[src/rtl/crop_roi_stream_if.sv]
// ---------------------------------------------------------------------------
// crop_roi_stream_if
//   AXI4-Stream bundle used on both sides of crop_roi_stream.
//   tvalid/tready : handshake
//   tdata         : DATA_W bits of packed pixels
//   tuser         : USER_W bits, bit0 = SOF, bit1 = EOL
//   tlast         : end of frame
//   master modport drives the payload, slave modport drives tready.
//   The instance widths must match the crop_roi_stream parameters
//   (DATA_W = PIXEL_BIT_WIDTH*PIXELS_PER_BEAT, USER_W = USER_WIDTH).
// ---------------------------------------------------------------------------
interface crop_roi_stream_if #(
  parameter int DATA_W = 40,
  parameter int USER_W = 2
);
  logic              tvalid;
  logic              tready;
  logic [DATA_W-1:0] tdata;
  logic [USER_W-1:0] tuser;
  logic              tlast;

  modport master (output tvalid, output tdata, output tuser, output tlast, input tready);
  modport slave  (input tvalid, input tdata, input tuser, input tlast, output tready);
endinterface

[src/rtl/crop_roi_stream.sv]
// ---------------------------------------------------------------------------
// crop_roi_stream
//   Multi-pixel-per-beat AXI4-Stream region-of-interest cropper. Row/column
//   are tracked from tuser SOF/EOL, the window (in beats/rows) is latched on
//   the SOF beat, SOF/EOL/tlast are regenerated for the cropped frame and
//   ap_done pulses once the last cropped beat has left the output buffer.
// Ports
//   clk, srst          : clock, synchronous active-high reset
//   ap_start           : arm for one frame (only honoured in IDLE)
//   ap_done / ap_idle  : one-cycle frame-complete pulse / idle status
//   crop_x0, crop_w    : window left edge and width, in beats
//   crop_y0, crop_h    : window top row and height, in rows
//   s_axis (slave)     : input pixel stream (tlast input is not used)
//   m_axis (master)    : cropped pixel stream
//   cfg_err            : sticky invalid-window flag
// Build option
//   CROP_CFG_CHECK_EN  : when defined, a window that does not fit the frame
//                        (or has zero size) sets cfg_err and suppresses the
//                        whole frame's output. Undefined: no check, cfg_err=0.
// ---------------------------------------------------------------------------
module crop_roi_stream #(
  parameter int PIXEL_BIT_WIDTH = 10,
  parameter int PIXELS_PER_BEAT = 4,
  parameter int USER_WIDTH      = 2,
  parameter int IN_ROWS         = 1024,
  parameter int IN_COLS         = 1024,
  localparam int NB = IN_COLS / PIXELS_PER_BEAT,
  localparam int CB = $clog2(NB + 1),
  localparam int RB = $clog2(IN_ROWS + 1)
) (
  input  logic                   clk,
  input  logic                   srst,
  input  logic                   ap_start,
  output logic                   ap_done,
  output logic                   ap_idle,
  input  logic [CB-1:0]          crop_x0,
  input  logic [CB-1:0]          crop_w,
  input  logic [RB-1:0]          crop_y0,
  input  logic [RB-1:0]          crop_h,
  crop_roi_stream_if.slave       s_axis,
  crop_roi_stream_if.master      m_axis,
  output logic                   cfg_err
);
  localparam int DATA_W  = PIXEL_BIT_WIDTH * PIXELS_PER_BEAT;
  localparam int ENTRY_W = DATA_W + USER_WIDTH + 1;
  localparam logic [CB-1:0] LAST_COL = CB'(NB - 1);
  localparam logic [RB-1:0] LAST_ROW = RB'(IN_ROWS - 1);
  localparam logic [CB:0]   ONE_X    = (CB+1)'(1);
  localparam logic [RB:0]   ONE_Y    = (RB+1)'(1);
`ifdef CROP_CFG_CHECK_EN
  localparam logic [CB:0]   NB_X     = (CB+1)'(NB);
  localparam logic [RB:0]   ROWS_X   = (RB+1)'(IN_ROWS);
`endif

  typedef enum logic [2:0] {IDLE, ARMED, ACTIVE, DRAIN, DONE} state_t;

  state_t               state_q, state_d;
  logic [CB-1:0]        col_q, col_d;
  logic [RB-1:0]        row_q, row_d;
  logic [CB-1:0]        x0_q, x0_d, w_q, w_d;
  logic [RB-1:0]        y0_q, y0_d, h_q, h_d;
  logic                 bad_q, bad_d;
  logic                 cfg_err_q, cfg_err_d;
  logic [ENTRY_W-1:0]   e0_q, e0_d, e1_q, e1_d;
  logic [1:0]           cnt_q, cnt_d;

  logic                 s_fire, sof_in, eol_in, arm_sof, proc, pop;
  logic [CB-1:0]        cur_col, wx0, ww;
  logic [RB-1:0]        cur_row, wy0, wh;
  logic [CB:0]          x_end;
  logic [RB:0]          y_end;
  logic                 bad_now, frame_bad, in_win, keep;
  logic                 o_sof, o_eol, o_last, row_clear, frame_end;
  logic [USER_WIDTH-1:0] o_user;
  logic [ENTRY_W-1:0]   entry_in;
  logic                 unused_s_tlast;

  assign unused_s_tlast  = s_axis.tlast;
  assign s_axis.tready   = (cnt_q != 2'd2);
  assign m_axis.tvalid   = (cnt_q != 2'd0);
  assign {m_axis.tdata, m_axis.tuser, m_axis.tlast} = e0_q;
  assign ap_done         = (state_q == DONE);
  assign ap_idle         = (state_q == IDLE);
  assign cfg_err         = cfg_err_q;

  always_comb begin
    s_fire  = s_axis.tvalid && s_axis.tready;
    sof_in  = s_axis.tuser[0];
    eol_in  = s_axis.tuser[1];
    arm_sof = (state_q == ARMED) && s_fire && sof_in;
    proc    = arm_sof || ((state_q == ACTIVE) && s_fire);
    pop     = m_axis.tvalid && m_axis.tready;

    // Any SOF (first one or a short-frame restart) is position (0,0).
    cur_row = sof_in ? '0 : row_q;
    cur_col = sof_in ? '0 : col_q;

    // The SOF beat in ARMED uses the live window; later beats the latched one.
    wx0 = (state_q == ARMED) ? crop_x0 : x0_q;
    ww  = (state_q == ARMED) ? crop_w  : w_q;
    wy0 = (state_q == ARMED) ? crop_y0 : y0_q;
    wh  = (state_q == ARMED) ? crop_h  : h_q;

    // One extra bit so x0+w / y0+h never wrap.
    x_end = {1'b0, wx0} + {1'b0, ww};
    y_end = {1'b0, wy0} + {1'b0, wh};

`ifdef CROP_CFG_CHECK_EN
    bad_now = (x_end > NB_X) || (y_end > ROWS_X) || (ww == '0) || (wh == '0);
`else
    bad_now = 1'b0;
`endif
    frame_bad = arm_sof ? bad_now : bad_q;

    in_win = (cur_row >= wy0) && ({1'b0, cur_row} < y_end) &&
             (cur_col >= wx0) && ({1'b0, cur_col} < x_end);
    keep   = proc && in_win && !frame_bad;

    o_sof  = (cur_row == wy0) && (cur_col == wx0);
    o_eol  = (({1'b0, cur_col} + ONE_X) == x_end);
    o_last = (({1'b0, cur_row} + ONE_Y) == y_end) && o_eol;
    o_user    = s_axis.tuser;
    o_user[0] = o_sof;
    o_user[1] = o_eol;
    entry_in  = {s_axis.tdata, o_user, o_last};

    row_clear = eol_in || (cur_col == LAST_COL);
    frame_end = proc && row_clear && (cur_row == LAST_ROW);

    state_d   = state_q;
    col_d     = col_q;
    row_d     = row_q;
    x0_d      = x0_q;
    w_d       = w_q;
    y0_d      = y0_q;
    h_d       = h_q;
    bad_d     = bad_q;
    cfg_err_d = cfg_err_q | (arm_sof & bad_now);
    e0_d      = e0_q;
    e1_d      = e1_q;
    cnt_d     = cnt_q;

    if (proc) begin
      if (row_clear) begin
        col_d = '0;
        row_d = cur_row + RB'(1);
      end else begin
        col_d = cur_col + CB'(1);
        row_d = cur_row;
      end
    end

    case (state_q)
      IDLE: begin
        col_d = '0;
        row_d = '0;
        if (ap_start) state_d = ARMED;
      end
      ARMED: begin
        if (arm_sof) begin
          x0_d    = crop_x0;
          w_d     = crop_w;
          y0_d    = crop_y0;
          h_d     = crop_h;
          bad_d   = bad_now;
          state_d = frame_end ? DRAIN : ACTIVE;
        end
      end
      ACTIVE:  if (frame_end) state_d = DRAIN;
      DRAIN:   if (cnt_q == 2'd0) state_d = DONE;
      DONE:    state_d = IDLE;
      default: state_d = IDLE;
    endcase

    // Two-entry skid buffer; e0 is always the head presented on m_axis.
    case (cnt_q)
      2'd0: if (keep) begin e0_d = entry_in; cnt_d = 2'd1; end
      2'd1: begin
        if (keep && pop)   e0_d = entry_in;
        else if (keep) begin e1_d = entry_in; cnt_d = 2'd2; end
        else if (pop)      cnt_d = 2'd0;
      end
      2'd2: if (pop) begin e0_d = e1_q; cnt_d = 2'd1; end
      default: cnt_d = 2'd0;
    endcase
  end

  always_ff @(posedge clk) begin
    if (srst) begin
      state_q   <= IDLE;
      col_q     <= '0;
      row_q     <= '0;
      x0_q      <= '0;
      w_q       <= '0;
      y0_q      <= '0;
      h_q       <= '0;
      bad_q     <= 1'b0;
      cfg_err_q <= 1'b0;
      e0_q      <= '0;
      e1_q      <= '0;
      cnt_q     <= 2'd0;
    end else begin
      state_q   <= state_d;
      col_q     <= col_d;
      row_q     <= row_d;
      x0_q      <= x0_d;
      w_q       <= w_d;
      y0_q      <= y0_d;
      h_q       <= h_d;
      bad_q     <= bad_d;
      cfg_err_q <= cfg_err_d;
      e0_q      <= e0_d;
      e1_q      <= e1_d;
      cnt_q     <= cnt_d;
    end
  end
endmodule

[src/flat_wrapper.sv]
// flat-port wrapper written by rule: the top's interface ports become plain ports
module crop_roi_stream_flat 
#(
  parameter int PIXEL_BIT_WIDTH = 10,
  parameter int PIXELS_PER_BEAT = 4,
  parameter int USER_WIDTH      = 2,
  parameter int IN_ROWS         = 1024,
  parameter int IN_COLS         = 1024,
  localparam int NB = IN_COLS / PIXELS_PER_BEAT,
  localparam int CB = $clog2(NB + 1),
  localparam int RB = $clog2(IN_ROWS + 1)
)
  (clk, srst, ap_start, ap_done, ap_idle, crop_x0, crop_w, crop_y0, crop_h, cfg_err, s_axis_tvalid, s_axis_tdata, s_axis_tuser, s_axis_tlast, s_axis_tready, m_axis_tvalid, m_axis_tdata, m_axis_tuser, m_axis_tlast, m_axis_tready);
  crop_roi_stream_if #(.DATA_W(((10) * (4))), .USER_W((2))) s_axis_i ();
  crop_roi_stream_if #(.DATA_W(((10) * (4))), .USER_W((2))) m_axis_i ();
  input  logic clk;
  input  logic srst;
  input  logic ap_start;
  output logic ap_done;
  output logic ap_idle;
  input  logic [CB-1:0] crop_x0;
  input  logic [CB-1:0] crop_w;
  input  logic [RB-1:0] crop_y0;
  input  logic [RB-1:0] crop_h;
  output logic cfg_err;
  input wire logic [$bits(s_axis_i.tvalid)-1:0] s_axis_tvalid;
  input wire logic [$bits(s_axis_i.tdata)-1:0] s_axis_tdata;
  input wire logic [$bits(s_axis_i.tuser)-1:0] s_axis_tuser;
  input wire logic [$bits(s_axis_i.tlast)-1:0] s_axis_tlast;
  output wire logic [$bits(s_axis_i.tready)-1:0] s_axis_tready;
  output wire logic [$bits(m_axis_i.tvalid)-1:0] m_axis_tvalid;
  output wire logic [$bits(m_axis_i.tdata)-1:0] m_axis_tdata;
  output wire logic [$bits(m_axis_i.tuser)-1:0] m_axis_tuser;
  output wire logic [$bits(m_axis_i.tlast)-1:0] m_axis_tlast;
  input wire logic [$bits(m_axis_i.tready)-1:0] m_axis_tready;
  assign s_axis_i.tvalid = s_axis_tvalid;
  assign s_axis_i.tdata = s_axis_tdata;
  assign s_axis_i.tuser = s_axis_tuser;
  assign s_axis_i.tlast = s_axis_tlast;
  assign s_axis_tready = s_axis_i.tready;
  assign m_axis_tvalid = m_axis_i.tvalid;
  assign m_axis_tdata = m_axis_i.tdata;
  assign m_axis_tuser = m_axis_i.tuser;
  assign m_axis_tlast = m_axis_i.tlast;
  assign m_axis_i.tready = m_axis_tready;
  crop_roi_stream #(.PIXEL_BIT_WIDTH(PIXEL_BIT_WIDTH), .PIXELS_PER_BEAT(PIXELS_PER_BEAT), .USER_WIDTH(USER_WIDTH), .IN_ROWS(IN_ROWS), .IN_COLS(IN_COLS)) u_core (.clk(clk), .srst(srst), .ap_start(ap_start), .ap_done(ap_done), .ap_idle(ap_idle), .crop_x0(crop_x0), .crop_w(crop_w), .crop_y0(crop_y0), .crop_h(crop_h), .s_axis(s_axis_i), .m_axis(m_axis_i), .cfg_err(cfg_err));
endmodule
[config.mk]
export PLATFORM = sky130hd
export DESIGN_NAME = crop_roi_stream_flat
export DESIGN_NICKNAME = d
export VERILOG_FILES = /design/src/rtl/crop_roi_stream_if.sv /design/src/rtl/crop_roi_stream.sv /design/src/flat_wrapper.sv
export SDC_FILE = /design/constraint.sdc
export NUM_CORES = 1
export LEC_CHECK = 0
export ABC_AREA = 1
export CAP_MARGIN = 25
export CORE_UTILIZATION = 55
export DETAILED_ROUTE_END_ITERATION = 6
export GPL_TIMING_DRIVEN = 0
export PLACE_DENSITY = 0.81
export SETUP_SLACK_MARGIN = 0.1
export SYNTH_ARGS = -nofsm -noshare
export SYNTH_HDL_FRONTEND = slang
export SYNTH_SLANG_ARGS = --single-unit
[constraint.sdc]
create_clock -name clk -period 10.3 [get_ports clk]
set_input_delay 3.09 -clock clk [delete_from_list [all_inputs] [get_ports clk]]
set_output_delay 3.09 -clock clk [all_outputs]
set_load 0.02 [all_outputs]
==> flow_summary.yaml <==
sta:
  period_needed_ns: 6.93
  hold_slack_ns: 0.444
  report.final.slew_viol_count: 0
  finalCritPeriodShare_pct: 67.2
  report.final.setup_viol: 0
  hold_violations: 0
  finClkSkew_ns: 0.0118
  achievable_clock_frequency_ghz: 0.144
  rsz_0062_raised_after_global_routing: "false"
  worst_slew_margin_rel_pct: 46.3
  finalSetupTns_ns: 0
  timing_worst_slew_pin_value_ns: 0.797
global_route:
  global_route_total_overflow: 0
  grt_antenna_before_repair: 3
  grt_pass1_vias: 9068
  grt_first_pass_wirelength_um: 43600
  grt.total_usage_pct: 30.1
  grt_max_degree: 17
logic_synthesis:
  ys_seq_area_share_pct: 31.2
  synth.ff_latch_count: 152
  instance_count_of_the_mapped_netlist: 1437
  synthTopCellsByArea: "dfxtp_1 31%, nand2_1 12%, ha_1 7.8%"
  asyncSetResetFlopFracSynth_pct: 0
  synth_largest_type_area_fraction_pct: 31.2
  synth_largest_area_cell: "dfxtp_1"
  ys_types: 52
  synth-edff-count: 0
  post_synth_instance_area_um2: 9770
  synthesis.area_per_instance_um2: 6.80
  synth.net_count: 1588
  synth_flop_cell: "dfxtp_1"
  yosys_warnings: 0
critical_path:
  timing.critical_path.arrival_ns: 7.21
  r2r_start: "u_core.state_q[1]"
  r2r_cells: 31
  setup.worst_path.class: "in -> reg"
  worstSetupEndpointType: "flip-flop"
  timing.critical_path.required_ns: 10.58
  cp-startpoint: "crop_y0[1]"
  cp-start-kind: "primary input"
  critPathMaxFanout: 10
  crit-reg2reg-capture: "u_core.e1_q[35]"
  r2r_slack_ns: 5.16
finish:
  num_antenna_cells: 0
  final_cell_mix: "319 x nand2_1, 191 x nor2_1, 183 x inv_1"
  fin_util_pct: 69.2
  drive_above_1_share_pct: 9.99
  synthToLayoutAreaGrowth_pct: 22.6
  finalNetCount: 1739
  most_common_cell_after_layout_fill_and_taps_aside: "nand2_1"
  finish.cell_count_without_fillers: 1826
clock_network:
  post_cts_resize_count: 0
  post_cts_hold_buffer_count: 0
  cts_root_buffer: "clkbuf_16"
  clock-sinks: 152
  cts_htree_levels: 4
  numCtsBuffers: 17
  path_clk_slew_ns: 0.07
  post_cts_buffers: 0
  cts_tree: "built"
  cts.path.max_buffers: 2
  clkLatencyLatePin_ns: 0.43
drt:
  wl_per_cell_um: 14.8
  number_of_vias_in_the_routed_layout: 9815
  route.top_layer_used: "met5"
  postRouteAntennaNets: 0
  drt_iter0_drc: 685
  viasPerCell: 5.38
  wirelength_um: 27000
  routed-wl-met2_um: 12900
  wl_met1_um: 11500
  route.detailed.drc: 0
  drtPass1Iterations: 7
  routed-wl-met3_um: 1780
power_and_ir_drop:
  power.leakage_nw: 5.39
  power.total_mw: 2.60
  power.density_cell_area_nw_per_um2: 217
  power.ir.vdd_worst_v: 0.000167
floorplan:
  floorplan.die.height_um: 135
  core_region_area_um2: 17300
  io-pin-count: 136
  initial_core_utilization_pct: 56.5
  num_rows: 48
  die_area_um2: 18300
  die_x_um: 135
place:
  post-dp-hpwl_um: 20600
  dp.cells: 1794
  port_buffers: 132
  place_congestion: 0.926
hold_path:
  worst_hold_path_type: "reg -> reg"
  worst_hold_path.num_cells: 2
  hold_start: "u_core.e1_q[0]"
  min_to: "u_core.e1_q[0]"
run:
  timing.max_cap.violations: 0
outcome:
  status: "completed"
Yosys cell counts (2+ instances only):
| library cell | instances |
|---|---|
| nand3_4 | 2 |
| a211oi_2 | 40 |
| buf_6 | 14 |
| xor2_1 | 7 |
| a22oi_1 | 3 |
| a21oi_1 | 63 |
| nand3_1 | 58 |
| nand2_2 | 3 |
| nor2_1 | 191 |
| dfxtp_1 | 152 |
| inv_2 | 2 |
| buf_2 | 7 |
| o21bai_1 | 4 |
| clkbuf_1 | 39 |
| nor2_2 | 41 |
| fa_1 | 2 |
| o21ai_0 | 115 |
| ha_1 | 61 |
| inv_1 | 183 |
| a221oi_1 | 2 |
| buf_1 | 2 |
| nand4_1 | 17 |
| o21a_1 | 3 |
| nor2_4 | 2 |
| nand3b_1 | 10 |
| nor3b_1 | 3 |
| clkinv_1 | 2 |
| o21ai_1 | 41 |
| nand2_4 | 2 |
| a211oi_1 | 5 |
| nand2_1 | 319 |
| nor4_1 | 2 |
| or2_2 | 7 |
| xnor2_1 | 8 |
| nor3_1 | 8 |
logic make-up (layout without fill, tap and decap cells):
kind of cell / count (synthesis) / count (layout) / synth area share (%)
adders and majority gates: 63 / 63 / 8.22
DFF: 152 / 152 / 31.2
buffers and inverters: 251 / 415 / 10.9
other: 1 / 1 / 0.0384
AOI/OAI and AO/OA: 285 / 285 / 18.4
xor gates and xnor gates: 15 / 15 / 1.34
and+or+nand+nor: 670 / 670 / 29.9
stage by stage:
stage               worst slack [ns]  cell area, um^2
finish                          3.37            12000
global route                    3.04            12000
CTS                             3.43            12000
detailed placement              3.02            11400
global placement                3.11            11400
floorplan                       4.19             9770
critical path, cell delays in order:
cell	delay, ns
clkdlybuf4s50_1	0.46
o21ai_0	0.67
inv_1	0.11
ha_1	0.23
a21oi_1	0.24
nand2_1	0.12
nand3_1	0.14
nand2_1	0.09
nand2_1	0.08
nand2_1	0.06
ha_1	0.29
a21oi_1	0.15
nor2_1	0.05
nor3_1	0.12
nand2_1	0.09
nand2_1	0.06
nand2_1	0.05
nand2_1	0.05
nand2_1	0.04
nand2_1	0.10
nand2_4	0.09
nor2_8	0.17
nand3_4	0.18
buf_2	0.27
nor2_1	0.16
a211oi_2	0.05
how the worst max path moves through the flow:
stage,cells after the start,end,slack (ns)
floorplan,28,u_core.e0_q[3],4.19
global placement,27,u_core.e1_q[34],3.11
detailed placement,27,u_core.e1_q[11],3.02
CTS,27,u_core.e1_q[35],3.43
global route,27,u_core.e1_q[35],3.04
finish,26,u_core.e1_q[35],3.37
where the power goes:
part / leakage [nW] / total [mW] / switching (mW) / internal (mW)
Sequential: 1.23 / 0.694 / 0.0377 / 0.656
Clock: 0.285 / 0.649 / 0.281 / 0.367
Combinational: 3.88 / 1.26 / 0.791 / 0.470
layout make-up:
cell class	instances	area [um^2]
Fill cell	1474	5320
Tap cell	225	282
Clock inverter	15	179
Multi-Input combinational cell	1034	5660
Buffer	63	354
Clock buffer	17	425
Inverter	188	708
Sequential cell	152	3040
Timing Repair Buffer	132	1320
per-layer routing:
layer | vias to the layer above | global-route usage (%)
met5 | - | 0
met4 | 4 | 11.4
met3 | 63 | 6.47
met2 | 307 | 52.1
met1 | 4483 | 36.5
li1 | 4958 | -
sequential cells by signal, summed over array words and instances (netlist names):
register        cells
u_core.w_q          9
u_core.y0_q        11
u_core.h_q         11
u_core.e1_q        43
u_core.cnt_q        2
u_core.col_q        9
u_core.state_q      3
u_core.x0_q         9
u_core.e0_q        43
u_core.row_q       11
u_core.bad_q        1
(Power assumes the default switching activity.)
